`src/rtl/wide_add_pkg.sv`:
```
// Shared definitions for the chunked wide adder: FSM encoding and index sizing.
package wide_add_pkg;

   localparam logic [1:0] ST_IDLE = 2'd0;
   localparam logic [1:0] ST_RUN  = 2'd1;
   localparam logic [1:0] ST_DONE = 2'd2;

   typedef enum logic [1:0] {
      S_IDLE = ST_IDLE,
      S_RUN  = ST_RUN,
      S_DONE = ST_DONE
   } state_t;

   // Chunk index width; a single chunk still needs a 1-bit index register.
   function automatic int idx_width(input int n);
      return (n > 1) ? $clog2(n) : 1;
   endfunction

endpackage

```
`src/rtl/wide_add_sequencer_if.sv`:
```
// Operand/result handshake bundle between producer, sequencer and consumer.
interface wide_add_sequencer_if #(
   parameter int p_WIDTH  = 8,
   parameter int p_CHUNKS = 4
);
   localparam int N = p_WIDTH * p_CHUNKS;

   logic         iw_valid;
   logic         ow_ready;
   logic [N-1:0] iwv_x;
   logic [N-1:0] iwv_y;
   logic         iw_sub;
   logic         iw_carry;
   logic         ow_valid;
   logic         iw_ready;
   logic [N-1:0] owv_sum;
   logic         ow_carry;

   // Producer/consumer side.
   modport master (
      output iw_valid, iwv_x, iwv_y, iw_sub, iw_carry, iw_ready,
      input  ow_ready, ow_valid, owv_sum, ow_carry
   );

   // Sequencer side.
   modport slave (
      input  iw_valid, iwv_x, iwv_y, iw_sub, iw_carry, iw_ready,
      output ow_ready, ow_valid, owv_sum, ow_carry
   );
endinterface

```
`src/rtl/wide_add_sequencer_cla.sv`:
```
// Narrow carry-lookahead adder shared by the wide add sequencer.
module AddrCarryLookAhead #(
   parameter int p_WIDTH = 8
) (
   input  logic [p_WIDTH-1:0]   iw_a,
   input  logic [p_WIDTH-1:0]   iw_b,
   input  logic                 iw_carry,
   output logic [p_WIDTH:0]     ow_sum,
   output logic [p_WIDTH:0]     ow_dbg_carry,
   output logic [p_WIDTH-1:0]   ow_dbg_sum,
   output logic [2*p_WIDTH-1:0] ow_dbg_cs
);

   logic [p_WIDTH-1:0] gen;
   logic [p_WIDTH-1:0] prop;
   logic [p_WIDTH:0]   c;

   assign gen  = iw_a & iw_b;
   assign prop = iw_a ^ iw_b;

   // Each carry is built independently from generate/propagate and carry-in,
   // so synthesis flattens it into a lookahead tree rather than a ripple chain.
   always_comb begin : carry_calc
      logic acc;
      acc = 1'b0;
      c   = '0;
      for (int i = 0; i <= p_WIDTH; i++) begin
         acc = iw_carry;
         for (int j = 0; j < i; j++) begin
            acc = gen[j] | (prop[j] & acc);
         end
         c[i] = acc;
      end
   end

   assign ow_sum       = {c[p_WIDTH], prop ^ c[p_WIDTH-1:0]};
   assign ow_dbg_carry = c;
   assign ow_dbg_sum   = prop ^ c[p_WIDTH-1:0];
   assign ow_dbg_cs    = {gen, prop};

endmodule

```
`src/rtl/wide_add_sequencer.sv`:
```
// Wide add/subtract built from one narrow CLA stepped over p_CHUNKS slices,
// least significant first, with the inter-chunk carry held in a register.
module wide_add_sequencer
   import wide_add_pkg::*;
#(
   parameter int p_WIDTH  = 8,
   parameter int p_CHUNKS = 4
) (
   input  logic              iw_clk,
   input  logic              iw_rst_n,
   wide_add_sequencer_if.slave bus
);

   localparam int            N      = p_WIDTH * p_CHUNKS;
   localparam int            KW     = idx_width(p_CHUNKS);
   localparam logic [KW-1:0] K_LAST = KW'(p_CHUNKS - 1);

   state_t             state_q, state_d;
   logic [KW-1:0]      k_q;
   logic [N-1:0]       x_q, y_q, sum_q;
   logic               carry_q;
   logic [p_WIDTH-1:0] x_chunk, y_chunk;
   logic [p_WIDTH:0]   cla_sum;

   assign x_chunk = x_q[int'(k_q)*p_WIDTH +: p_WIDTH];
   assign y_chunk = y_q[int'(k_q)*p_WIDTH +: p_WIDTH];

   AddrCarryLookAhead #(.p_WIDTH(p_WIDTH)) u_cla (
      .iw_a         (x_chunk),
      .iw_b         (y_chunk),
      .iw_carry     (carry_q),
      .ow_sum       (cla_sum),
      .ow_dbg_carry (),
      .ow_dbg_sum   (),
      .ow_dbg_cs    ()
   );

   // Next-state: accept in IDLE, step chunks in RUN, hold result until taken.
   always_comb begin
      state_d = state_q;
      case (state_q)
         S_IDLE:  if (bus.iw_valid)  state_d = S_RUN;
         S_RUN:   if (k_q == K_LAST) state_d = S_DONE;
         S_DONE:  if (bus.iw_ready)  state_d = S_IDLE;
         default: state_d = S_IDLE;
      endcase
   end

   // State register; reset aborts any operation in flight.
   always_ff @(posedge iw_clk) begin
      if (!iw_rst_n) state_q <= S_IDLE;
      else           state_q <= state_d;
   end

   // Operand capture, per-chunk result/carry update and chunk index.
   // Subtract is X + ~Y + 1, so Y is inverted once at capture time.
   always_ff @(posedge iw_clk) begin
      if (!iw_rst_n) begin
         k_q     <= '0;
         x_q     <= '0;
         y_q     <= '0;
         sum_q   <= '0;
         carry_q <= 1'b0;
      end else begin
         case (state_q)
            S_IDLE: if (bus.iw_valid) begin
               x_q     <= bus.iwv_x;
               y_q     <= bus.iw_sub ? ~bus.iwv_y : bus.iwv_y;
               carry_q <= bus.iw_sub | bus.iw_carry;
               k_q     <= '0;
            end
            S_RUN: begin
               sum_q[int'(k_q)*p_WIDTH +: p_WIDTH] <= cla_sum[p_WIDTH-1:0];
               carry_q                              <= cla_sum[p_WIDTH];
               if (k_q != K_LAST) k_q <= k_q + 1'b1;
            end
            default: ;
         endcase
      end
   end

   assign bus.ow_ready = (state_q == S_IDLE);
   assign bus.ow_valid = (state_q == S_DONE);
   assign bus.owv_sum  = sum_q;
   assign bus.ow_carry = carry_q;

endmodule

```
`src/flat_wrapper.sv`:
```
// flat-port wrapper written by rule: the top's interface ports become plain ports
module wide_add_sequencer_flat import wide_add_pkg::*;
#(
   parameter int p_WIDTH  = 8,
   parameter int p_CHUNKS = 4
)
  (iw_clk, iw_rst_n, bus_iw_valid, bus_iwv_x, bus_iwv_y, bus_iw_sub, bus_iw_carry, bus_iw_ready, bus_ow_ready, bus_ow_valid, bus_owv_sum, bus_ow_carry);
  wide_add_sequencer_if #(.p_WIDTH(p_WIDTH), .p_CHUNKS(p_CHUNKS)) bus_i ();
  input  logic iw_clk;
  input  logic iw_rst_n;
  input wire logic [$bits(bus_i.iw_valid)-1:0] bus_iw_valid;
  input wire logic [$bits(bus_i.iwv_x)-1:0] bus_iwv_x;
  input wire logic [$bits(bus_i.iwv_y)-1:0] bus_iwv_y;
  input wire logic [$bits(bus_i.iw_sub)-1:0] bus_iw_sub;
  input wire logic [$bits(bus_i.iw_carry)-1:0] bus_iw_carry;
  input wire logic [$bits(bus_i.iw_ready)-1:0] bus_iw_ready;
  output wire logic [$bits(bus_i.ow_ready)-1:0] bus_ow_ready;
  output wire logic [$bits(bus_i.ow_valid)-1:0] bus_ow_valid;
  output wire logic [$bits(bus_i.owv_sum)-1:0] bus_owv_sum;
  output wire logic [$bits(bus_i.ow_carry)-1:0] bus_ow_carry;
  assign bus_i.iw_valid = bus_iw_valid;
  assign bus_i.iwv_x = bus_iwv_x;
  assign bus_i.iwv_y = bus_iwv_y;
  assign bus_i.iw_sub = bus_iw_sub;
  assign bus_i.iw_carry = bus_iw_carry;
  assign bus_i.iw_ready = bus_iw_ready;
  assign bus_ow_ready = bus_i.ow_ready;
  assign bus_ow_valid = bus_i.ow_valid;
  assign bus_owv_sum = bus_i.owv_sum;
  assign bus_ow_carry = bus_i.ow_carry;
  wide_add_sequencer #(.p_WIDTH(p_WIDTH), .p_CHUNKS(p_CHUNKS)) u_core (.iw_clk(iw_clk), .iw_rst_n(iw_rst_n), .bus(bus_i));
endmodule
```
`config.mk`:
```
export PLATFORM = sky130hd
export DESIGN_NAME = wide_add_sequencer_flat
export DESIGN_NICKNAME = d
export VERILOG_FILES = /design/src/rtl/wide_add_pkg.sv /design/src/rtl/wide_add_sequencer_if.sv /design/src/rtl/wide_add_sequencer_cla.sv /design/src/rtl/wide_add_sequencer.sv /design/src/flat_wrapper.sv
export SDC_FILE = /design/constraint.sdc
export NUM_CORES = 1
export LEC_CHECK = 0
export CAP_MARGIN = 15
export CORE_MARGIN = 5
export CORE_UTILIZATION = 40
export DETAILED_ROUTE_END_ITERATION = 8
export HOLD_SLACK_MARGIN = 0.08
export PLACE_DENSITY_LB_ADDON = 0.3
export SYNTH_ARGS = -nofsm -noshare
export SYNTH_HDL_FRONTEND = slang
export SYNTH_HIERARCHICAL = 1
export SYNTH_SLANG_ARGS = --single-unit
export TNS_END_PERCENT = 20
```
`constraint.sdc`:
```
create_clock -name iw_clk -period 4.23 [get_ports iw_clk]
set_input_delay 0.423 -clock iw_clk [delete_from_list [all_inputs] [get_ports iw_clk]]
set_output_delay 0.423 -clock iw_clk [all_outputs]
set_load 0.02 [all_outputs]
```
==> results_dict.tcl <==
set metrics [dict create \
    ant_nets 0 \
    synthCells 462 \
    report.final.slew_viol_count 0 \
    first_pass_iters 4 \
    rows 39 \
    num_vias 3564 \
    cts_sinks 101 \
    fmax_ghz 0.246 \
    nets 622 \
    critPathKind "flop to flop" \
    antenna_found_initial 0 \
    avgSynthCellArea_sq_um 10.3 \
    outcome "finished clean" \
    routed_via_density 5.19 \
    dp_hpwl_microns 8260 \
    finalCritPeriodShare_pct 96.3 \
    core_sq_um 11500 \
    io_buffers 104 \
    clockBufferDepth 2 \
    drt-initial-drc-count 261 \
    cts-root-buf "clkbuf_16" \
    setup_viol 0 \
    synthesis.area_sq_um 4740 \
    antenna_cells 0 \
    cap_violations 0 \
    cellLeakagePower_uw 0.00255 \
    p_per_area_nw_per_um2 381 \
    initial_core_util_pct 41.2 \
    grt_pass1_wl_microns 18000 \
    skew_ns 0.00676 \
    whs_ns 0.465 \
    drive_gt1_share_pct 12.5 \
    worstPathMaxFanout 6 \
    die_w_microns 119 \
    avgRoutedWirePerCell_microns 16.1 \
    finalHoldViolations 0 \
    grt_max_degree 76 \
    yosysWarnings 6 \
    irDropWorstVdd_v 0.000225 \
    worst_pin_slew_ns 0.883 \
    area_delta_synth_final_pct 29.3 \
    final.setup.tns_ns 0 \
    grt_pass1_vias 3732 \
    hold_path_class "flop to flop" \
    ctsHoldBuffers 0 \
    endpoint_kind "flop" \
    required_ns 4.51 \
    cts_made_buffers 9 \
    place.gp.congestion 0.766 \
    rsz0062_at_grt "no" \
    cts_tree "done" \
    clock_latency_ns 0.34 \
    synth_nets 545 \
    h-tree-depth 3 \
    routed_wl_microns 11100 \
    drc_errors 0 \
    cts.reportedPaths.clkPinSlew_ns 0.07 \
    start_kind "flop" \
    io_pins 105 \
    die_area_sq_um 14100 \
    gr-total-overflow 0 \
    relSlewSlack_pct 41.2 \
    die-height_microns 119 \
    min_period_ns 4.07 \
    grt_usage_pct 15.5 \
    arrival_ns 4.36 \
]
==> metrics by stage <==
| stage | utilization [%] | instances | total power (uW) | setup slack (ns) | cell area (sq um) |
|---|---|---|---|---|---|
| 2_1_floorplan | - | 462 | 1300 | -0.0692 | 4770 |
| 3_3_place_gp | 50.2 | 670 | 1420 | 0.110 | 5780 |
| 6_report | 53.2 | 687 | 2330 | 0.157 | 6130 |
| 4_1_cts | 53.2 | 686 | 2350 | 0.0169 | 6120 |
| 3_5_place_dp | 50.2 | 670 | 1420 | 0.0172 | 5780 |
| 5_1_grt | 53.2 | 687 | 2420 | 0.0341 | 6130 |
==> cells in the final DEF (no fill, tap or decap), types with 3 or more instances in the layout <==
master           instances
and3_1                  11
a22o_1                   5
o211a_1                 32
inv_1                   11
inv_2                    4
clkbuf_16                9
fa_2                     6
clkdlybuf4s50_1        102
ha_1                     5
a32o_1                  16
dfxtp_1                100
buf_4                    7
and2_1                   3
bufinv_16                3
xnor2_1                 32
mux4_2                  16
a31o_2                  11
nor2_1                   5
nand3b_1                 4
a21boi_0                33
nand2_1                101
==> flip-flops by register name, indices dropped and copies added, names as in the netlist <==
| register | count |
|---|---|
| u_core/state_q | 2 |
| u_core/k_q | 2 |
| u_core/x_q | 32 |
| u_core/y_q | 32 |
| u_core/bus.owv_sum | 32 |
| u_core/bus.ow_carry | 1 |
==> cell type report <==
| type | count | area (sq um) |
|---|---|---|
| clock inverter | 5 | 106 |
| fill | 1045 | 5390 |
| sequential | 101 | 2030 |
| tap | 143 | 179 |
| inverter | 15 | 56.3 |
| multi-input combinational | 300 | 2430 |
| clock buffer | 11 | 233 |
| timing repair buffer | 112 | 1100 |
==> worst max-delay path, cell delays in order, from the launching register on <==
cell	delay, ns
dfxtp_4	0.39
mux4_2	0.51
inv_2	0.07
fa_1	0.16
inv_1	0.05
fa_2	0.33
fa_2	0.38
fa_2	0.36
fa_2	0.35
fa_2	0.34
fa_2	0.34
inv_2	0.07
fa_1	0.43
inv_2	0.10
a31o_2	0.14
==> final timing paths <==
| path | start | endpoint | slack, ns | cells past startpoint |
|---|---|---|---|---|
| hold / removal | u_core/x_q[30] | u_core/x_q[30] | 0.46 | 2 |
| setup / recovery | u_core/k_q[0] | u_core/bus.owv_sum[23] | 0.16 | 14 |
| hold reg to reg | u_core/x_q[30] | u_core/x_q[30] | 0.46 | 2 |
| setup reg to reg | u_core/k_q[0] | u_core/bus.owv_sum[23] | 0.16 | 14 |
==> routing by layer <==
metal,up-vias,part of all wire (%),global-route usage (%),wire (microns)
met1,1711,44,18.6,4870
met3,12,4.2,3.60,466
met5,-,0,0,0
li1,1758,-,-,-
met4,0,1.5,5.14,161
met2,83,50,27.6,5590
==> power by group <==
group / total, uW / switching (uW) / internal, uW
Clock: 929 / 348 / 581
Sequential: 1030 / 31.6 / 1000
Combinational: 371 / 179 / 192
==> timing repair <==
| item | in CTS | in global routing |
|---|---|---|
| resized for setup | 1 | 4 |
| setup endpoints to repair | 4 | 4 |
| setup buffers | 0 | 1 |
| endpoints found under the hold margin | 0 | 0 |
| pin swaps | 0 | 2 |
Note: power is estimated with default switching activity, not from simulation.
